### config.mk
export PLATFORM = sky130hd
export DESIGN_NAME = fir_mem_engine
export DESIGN_NICKNAME = d
export VERILOG_FILES = /design/src/rtl/fir_mem_engine.sv
export SDC_FILE = /design/constraint.sdc
export NUM_CORES = 1
export LEC_CHECK = 0
export BUFFER_PORTS_ARGS = -buffer_cell sky130_fd_sc_hd__buf_2
export CORE_ASPECT_RATIO = 0.6
export CORE_MARGIN = 2
export CORE_UTILIZATION = 30
export CTS_BUF_LIST = sky130_fd_sc_hd__clkbuf_8
export DETAILED_ROUTE_END_ITERATION = 8
export GPL_ROUTABILITY_DRIVEN = 0
export MAX_ROUTING_LAYER = met4
export PLACE_DENSITY = 0.47
export RECOVER_POWER = 25
export SYNTH_ARGS = -nofsm -noshare
export SYNTH_HDL_FRONTEND = slang
export SYNTH_SLANG_ARGS = --single-unit
### constraint.sdc
create_clock -name clk -period 9.5 [get_ports clk]
set_input_delay 1.425 -clock clk [delete_from_list [all_inputs] [get_ports clk]]
set_output_delay 1.425 -clock clk [all_outputs]
set_load 0.02 [all_outputs]
### src/rtl/fir_mem_engine.sv
// rtl/fir_mem_engine.sv - memory-to-memory FIR runner with runtime coefficients and saturating output
// Build option FIR_ROUND_EN: round half up before the output shift instead of truncating.
module fir_mem_engine #(
    parameter int DATA_W    = 8,
    parameter int COEF_W    = 8,
    parameter int TAPS      = 8,
    parameter int ADDR_W    = 10,
    parameter int OUT_SHIFT = 7
) (
    input  logic                      clk,
    input  logic                      rst,
    input  logic                      start,
    input  logic [ADDR_W-1:0]         input_addr,
    input  logic [ADDR_W-1:0]         output_addr,
    input  logic [ADDR_W-1:0]         sample_count,
    input  logic                      coef_we,
    input  logic [$clog2(TAPS)-1:0]   coef_idx,
    input  logic [COEF_W-1:0]         coef_data,
    output logic                      busy,
    output logic                      done,
    output logic [31:0]               cycle_count,
    output logic [ADDR_W-1:0]         mem_addr_a,
    input  logic [DATA_W-1:0]         mem_data_out_a,
    output logic [ADDR_W-1:0]         mem_addr_b,
    output logic [DATA_W-1:0]         mem_data_in_b,
    output logic                      mem_we_b
);
    localparam int IDX_W  = $clog2(TAPS);
    localparam int PROD_W = DATA_W + COEF_W;
    localparam int ACC_W  = PROD_W + IDX_W;
    localparam logic signed [DATA_W-1:0] OUT_MAX = {1'b0, {(DATA_W-1){1'b1}}};
    localparam logic signed [DATA_W-1:0] OUT_MIN = {1'b1, {(DATA_W-1){1'b0}}};
`ifdef FIR_ROUND_EN
    localparam logic signed [ACC_W-1:0] RND = ACC_W'(1) << (OUT_SHIFT - 1);
`endif

    typedef enum logic [2:0] {IDLE, FETCH, CAPTURE, MAC, WRITE} state_t;

    state_t                    state;
    logic signed [COEF_W-1:0]  coef  [TAPS];
    logic signed [DATA_W-1:0]  dline [TAPS];
    logic signed [ACC_W-1:0]   acc;
    logic [IDX_W-1:0]          tap;
    logic [ADDR_W-1:0]         in_base, out_base, count, n;

    logic signed [PROD_W-1:0]  prod;
    logic signed [ACC_W-1:0]   acc_next, acc_adj, acc_shr;
    logic signed [DATA_W-1:0]  sat_val;

    // Last MAC step and output conditioning are formed combinationally so the
    // result is registered straight into the write port on entry to WRITE.
    always_comb begin
        prod     = dline[tap] * coef[tap];
        acc_next = acc + ACC_W'(prod);
`ifdef FIR_ROUND_EN
        acc_adj  = acc_next + RND;
`else
        acc_adj  = acc_next;
`endif
        acc_shr  = acc_adj >>> OUT_SHIFT;
        if (acc_shr > ACC_W'(OUT_MAX))
            sat_val = OUT_MAX;
        else if (acc_shr < ACC_W'(OUT_MIN))
            sat_val = OUT_MIN;
        else
            sat_val = acc_shr[DATA_W-1:0];
    end

    always_ff @(posedge clk or posedge rst) begin
        if (rst) begin
            state         <= IDLE;
            busy          <= 1'b0;
            done          <= 1'b0;
            cycle_count   <= '0;
            mem_addr_a    <= '0;
            mem_addr_b    <= '0;
            mem_data_in_b <= '0;
            mem_we_b      <= 1'b0;
            acc           <= '0;
            tap           <= '0;
            in_base       <= '0;
            out_base      <= '0;
            count         <= '0;
            n             <= '0;
            for (int k = 0; k < TAPS; k++) begin
                coef[k]  <= '0;
                dline[k] <= '0;
            end
        end else begin
            if (busy && cycle_count != 32'hFFFF_FFFF)
                cycle_count <= cycle_count + 32'd1;

            case (state)
                IDLE: begin
                    if (coef_we && 32'(coef_idx) < TAPS)
                        coef[coef_idx] <= coef_data;
                    if (start) begin
                        cycle_count <= '0;
                        if (sample_count != '0) begin
                            in_base    <= input_addr;
                            out_base   <= output_addr;
                            count      <= sample_count;
                            n          <= '0;
                            done       <= 1'b0;
                            busy       <= 1'b1;
                            mem_addr_a <= input_addr;
                            for (int k = 0; k < TAPS; k++)
                                dline[k] <= '0;
                            state      <= FETCH;
                        end else begin
                            done <= 1'b1;
                        end
                    end
                end
                FETCH: state <= CAPTURE;
                CAPTURE: begin
                    for (int k = TAPS - 1; k > 0; k--)
                        dline[k] <= dline[k-1];
                    dline[0] <= mem_data_out_a;
                    acc      <= '0;
                    tap      <= '0;
                    state    <= MAC;
                end
                MAC: begin
                    acc <= acc_next;
                    if (tap == IDX_W'(TAPS - 1)) begin
                        mem_we_b      <= 1'b1;
                        mem_addr_b    <= out_base + n;
                        mem_data_in_b <= sat_val;
                        state         <= WRITE;
                    end else begin
                        tap <= tap + 1'b1;
                    end
                end
                WRITE: begin
                    mem_we_b <= 1'b0;
                    n        <= n + 1'b1;
                    if (n == count - 1'b1) begin
                        busy  <= 1'b0;
                        done  <= 1'b1;
                        state <= IDLE;
                    end else begin
                        mem_addr_a <= in_base + n + 1'b1;
                        state      <= FETCH;
                    end
                end
                default: state <= IDLE;
            endcase
        end
    end
endmodule

==> metrics.txt <==
pwr/cell area between 100 and 150 nW/um^2; Area growth syn-to-layout 14.3%; die footprint between 50000 and 60000 um^2; Ys Warns 0; LEAKAGE around 8.6 nW; Final setup viols 0; Mapped Cells 1357; Routed Antenna Nets 0; hold path cells 2; skew final 34.7 ps; share of cells above drive strength 1 about 23%; Startpoint Class flop; largest net degree at the start of global routing 167; outcome finished with violations; Final #Nets 1682; synthesized flop and latch total approximately 260; CTS tree done; clk sinks about 260; H-tree levels 2; total wire length 38400 um; Std-Cell Rows 64; critical path's slowest cell mux2i_1; CP Data Arrival Time 8650 ps; crit-path most repeated cell fa_1; vias per cell 4.78; CP Max Fanout 19; Clock Latency Late Sink slightly below 600 ps; post-CTS setup buffer count 0; Synth top area share 41.3%; Syn Nets 1563; Hold Crit Class reg -> reg; mean post-synth cell area between 10 and 15 um^2; final hold vios 0; failing checks capacitance limit, slew limit; most common cell in the netlist dfrtp_1; CTS buffer count 43; GRT Total Usage 15.2%; Tightest Pin Transition between 4000 and 5000 ps; initial DRC count 624; drt first pass iters 5; Core Box Area between 50000 and 60000 um^2; Post-synth EDFFs 0; post-route cell area 17700 um^2; Residual DRC 0; I/O pins 116; Slew HR -181%; Tcrit/Tclk final between 80 and 90%; Max clock buf depth 3; first-pass GRT wire length 63700 um; routed wire length per instance 17.4 um; Main synth FF type dfrtp_1; RSZ-0062 raised after global routing false; Detailed Place HPWL around 27000 um; crit path kind reg -> reg; crit path cell chain buf_4 > mux4_2 > mux2i_1 > nor2_1 > fa_1 > inv_1 > fa_1 > inv_1 > fa_1 > fa_1 > ha_1 > ha_1 > a21oi_1 > nand2_1 > o311ai_0 > a311oi_1 > a31oi_1 > a41o_1 > a21oi_1 > a21oi_1; Async S/R FF share, synth 100%; Hold Buf Count CTS 0; max-cap violations 2; Total Neg Setup Slack 0 ps; vias in the first global route 10900; Synth area leaders dfrtp_1 41%, fa_1 11%, mux2_2 6.9%, ha_1 5.4%, mux4_2 4.6%; DP Area 16900 um^2; register area share after synthesis 41.3%; max frequency 0.123 GHz; peak supply drop 0.0000741 V; Initial Utilization 30.4%; R2R depth 20; post-cts resize count 0; root buf cell clkbuf_8; minimum clock period between 8000 and 9000 ps; DR vias 10500; GR Overflow Total 0; CP required 10010 ps; Largest stage delay, worst path ~900 ps; Netlist cell types 61; antenna violations before repair 1; WHS around 480 ps; largest area contributor in the netlist dfrtp_1; die height 180 um; Die Wd 298 um; Post-synth top cells 256 x dfrtp_1, 125 x nor2_1, 120 x inv_1; clock slew seen by the registers of the worst setup and hold paths 70 ps; Final Max Slew Viols ~130; Worst Setup End Kind flop; synthesized area between 15000 and 20000 um^2; PortBufs 115
[cells in the final DEF (no fill, tap or decap), types with 7 or more instances in the layout]
cell,count
clkbuf_8,50
mux2_2,95
nor2_1,124
nand2b_1,10
buf_4,10
nand2_1,79
o21ai_0,39
inv_1,134
nor2b_1,8
buf_2,114
nor3_1,11
xor2_1,45
o21a_1,7
mux4_2,32
ha_1,67
xnor2_1,38
a21oi_1,46
nand4_1,12
a22o_1,76
nand3_1,34
a21o_1,8
dfrtp_1,255
mux2i_1,19
fa_1,86
or2_2,7
[layer usage]
layer | vias up | wire (um) | global-route usage (%)
met5 | - | 0 | -
met4 | 0 | 646 | 3.23
met3 | 59 | 1500 | 2.63
met2 | 179 | 15700 | 20.6
met1 | 5331 | 20500 | 23.3
li1 | 4959 | - | -
[cells by family (layout without fill, tap and decap cells)]
| family | after synthesis | after routing | share of synthesized area, % |
|---|---|---|---|
| xor+xnor | 85 | 85 | 4.98 |
| fa+ha+maj | 153 | 153 | 16.5 |
| flops | 256 | 256 | 41.3 |
| simple gates | 323 | 323 | 9.85 |
| compound gates | 218 | 218 | 10.2 |
| mux | 148 | 148 | 13.0 |
| other cells | 0 | 1 | 0 |
| buf+inv | 174 | 324 | 4.29 |
[final timing paths]
path	start	end	slack (ps)
setup / recovery	tap[1]$_DFFE_PP0P_	mem_data_in_b[2]$_DFFE_PP0P_	1360
hold / removal	mem_addr_b[3]$_DFFE_PP0P_	mem_addr_b[3]$_DFFE_PP0P_	480
setup reg to reg	tap[1]$_DFFE_PP0P_	mem_data_in_b[2]$_DFFE_PP0P_	1360
hold reg to reg	mem_addr_b[3]$_DFFE_PP0P_	mem_addr_b[3]$_DFFE_PP0P_	480
max in group asynchronous	rst	mem_data_in_b[3]$_DFFE_PP0P_	5360
min in group asynchronous	rst	mem_addr_a[3]$_DFFE_PP0P_	2100
[report_power, final]
part / switching, W / internal (W)
clock: 0.000483 / 0.000537
combinational: 0.0000407 / 0.0000213
sequential: 0.00000759 / 0.00110
[flip-flops by register name, indices dropped and copies added (netlist names)]
register / cells
coef: 64
dline: 64
cycle_count: 32
acc: 19
count: 10
in_base: 10
mem_addr_a: 10
mem_addr_b: 10
n: 10
out_base: 10
mem_data_in_b: 8
state: 3
tap: 3
busy: 1
done: 1
mem_we_b: 1
[worst max-delay path: cells and delay by family (launching register included)]
| family | cells | cell delay [ps] |
|---|---|---|
| fa+ha+maj | 6 | 2880 |
| mux | 2 | 1240 |
| simple gates | 2 | 380 |
| compound gates | 7 | 2100 |
| flops | 1 | 830 |
| buf+inv | 3 | 620 |
[final cells by class]
cell class	count	area, um^2
multi-input combinational	927	8460
sequential	256	6410
tap	693	867
clock inverter	26	181
inverter	121	455
timing repair buffer	127	673
fill	5162	33300
antenna	1	2.50
clock buffer	50	688
[metrics by stage]
stage          power, W  std cells  utilization, %  setup WS (ps)
2_1_floorplan   0.00116       1357               -           1030
3_3_place_gp    0.00119       2124            33.1           1640
3_5_place_dp    0.00119       2124            33.1           1450
4_1_cts         0.00223       2200            34.8           1440
5_1_grt         0.00229       2201            34.8            851
6_report        0.00219       2201            34.8           1360
Note: power is estimated with default switching activity, not from simulation.
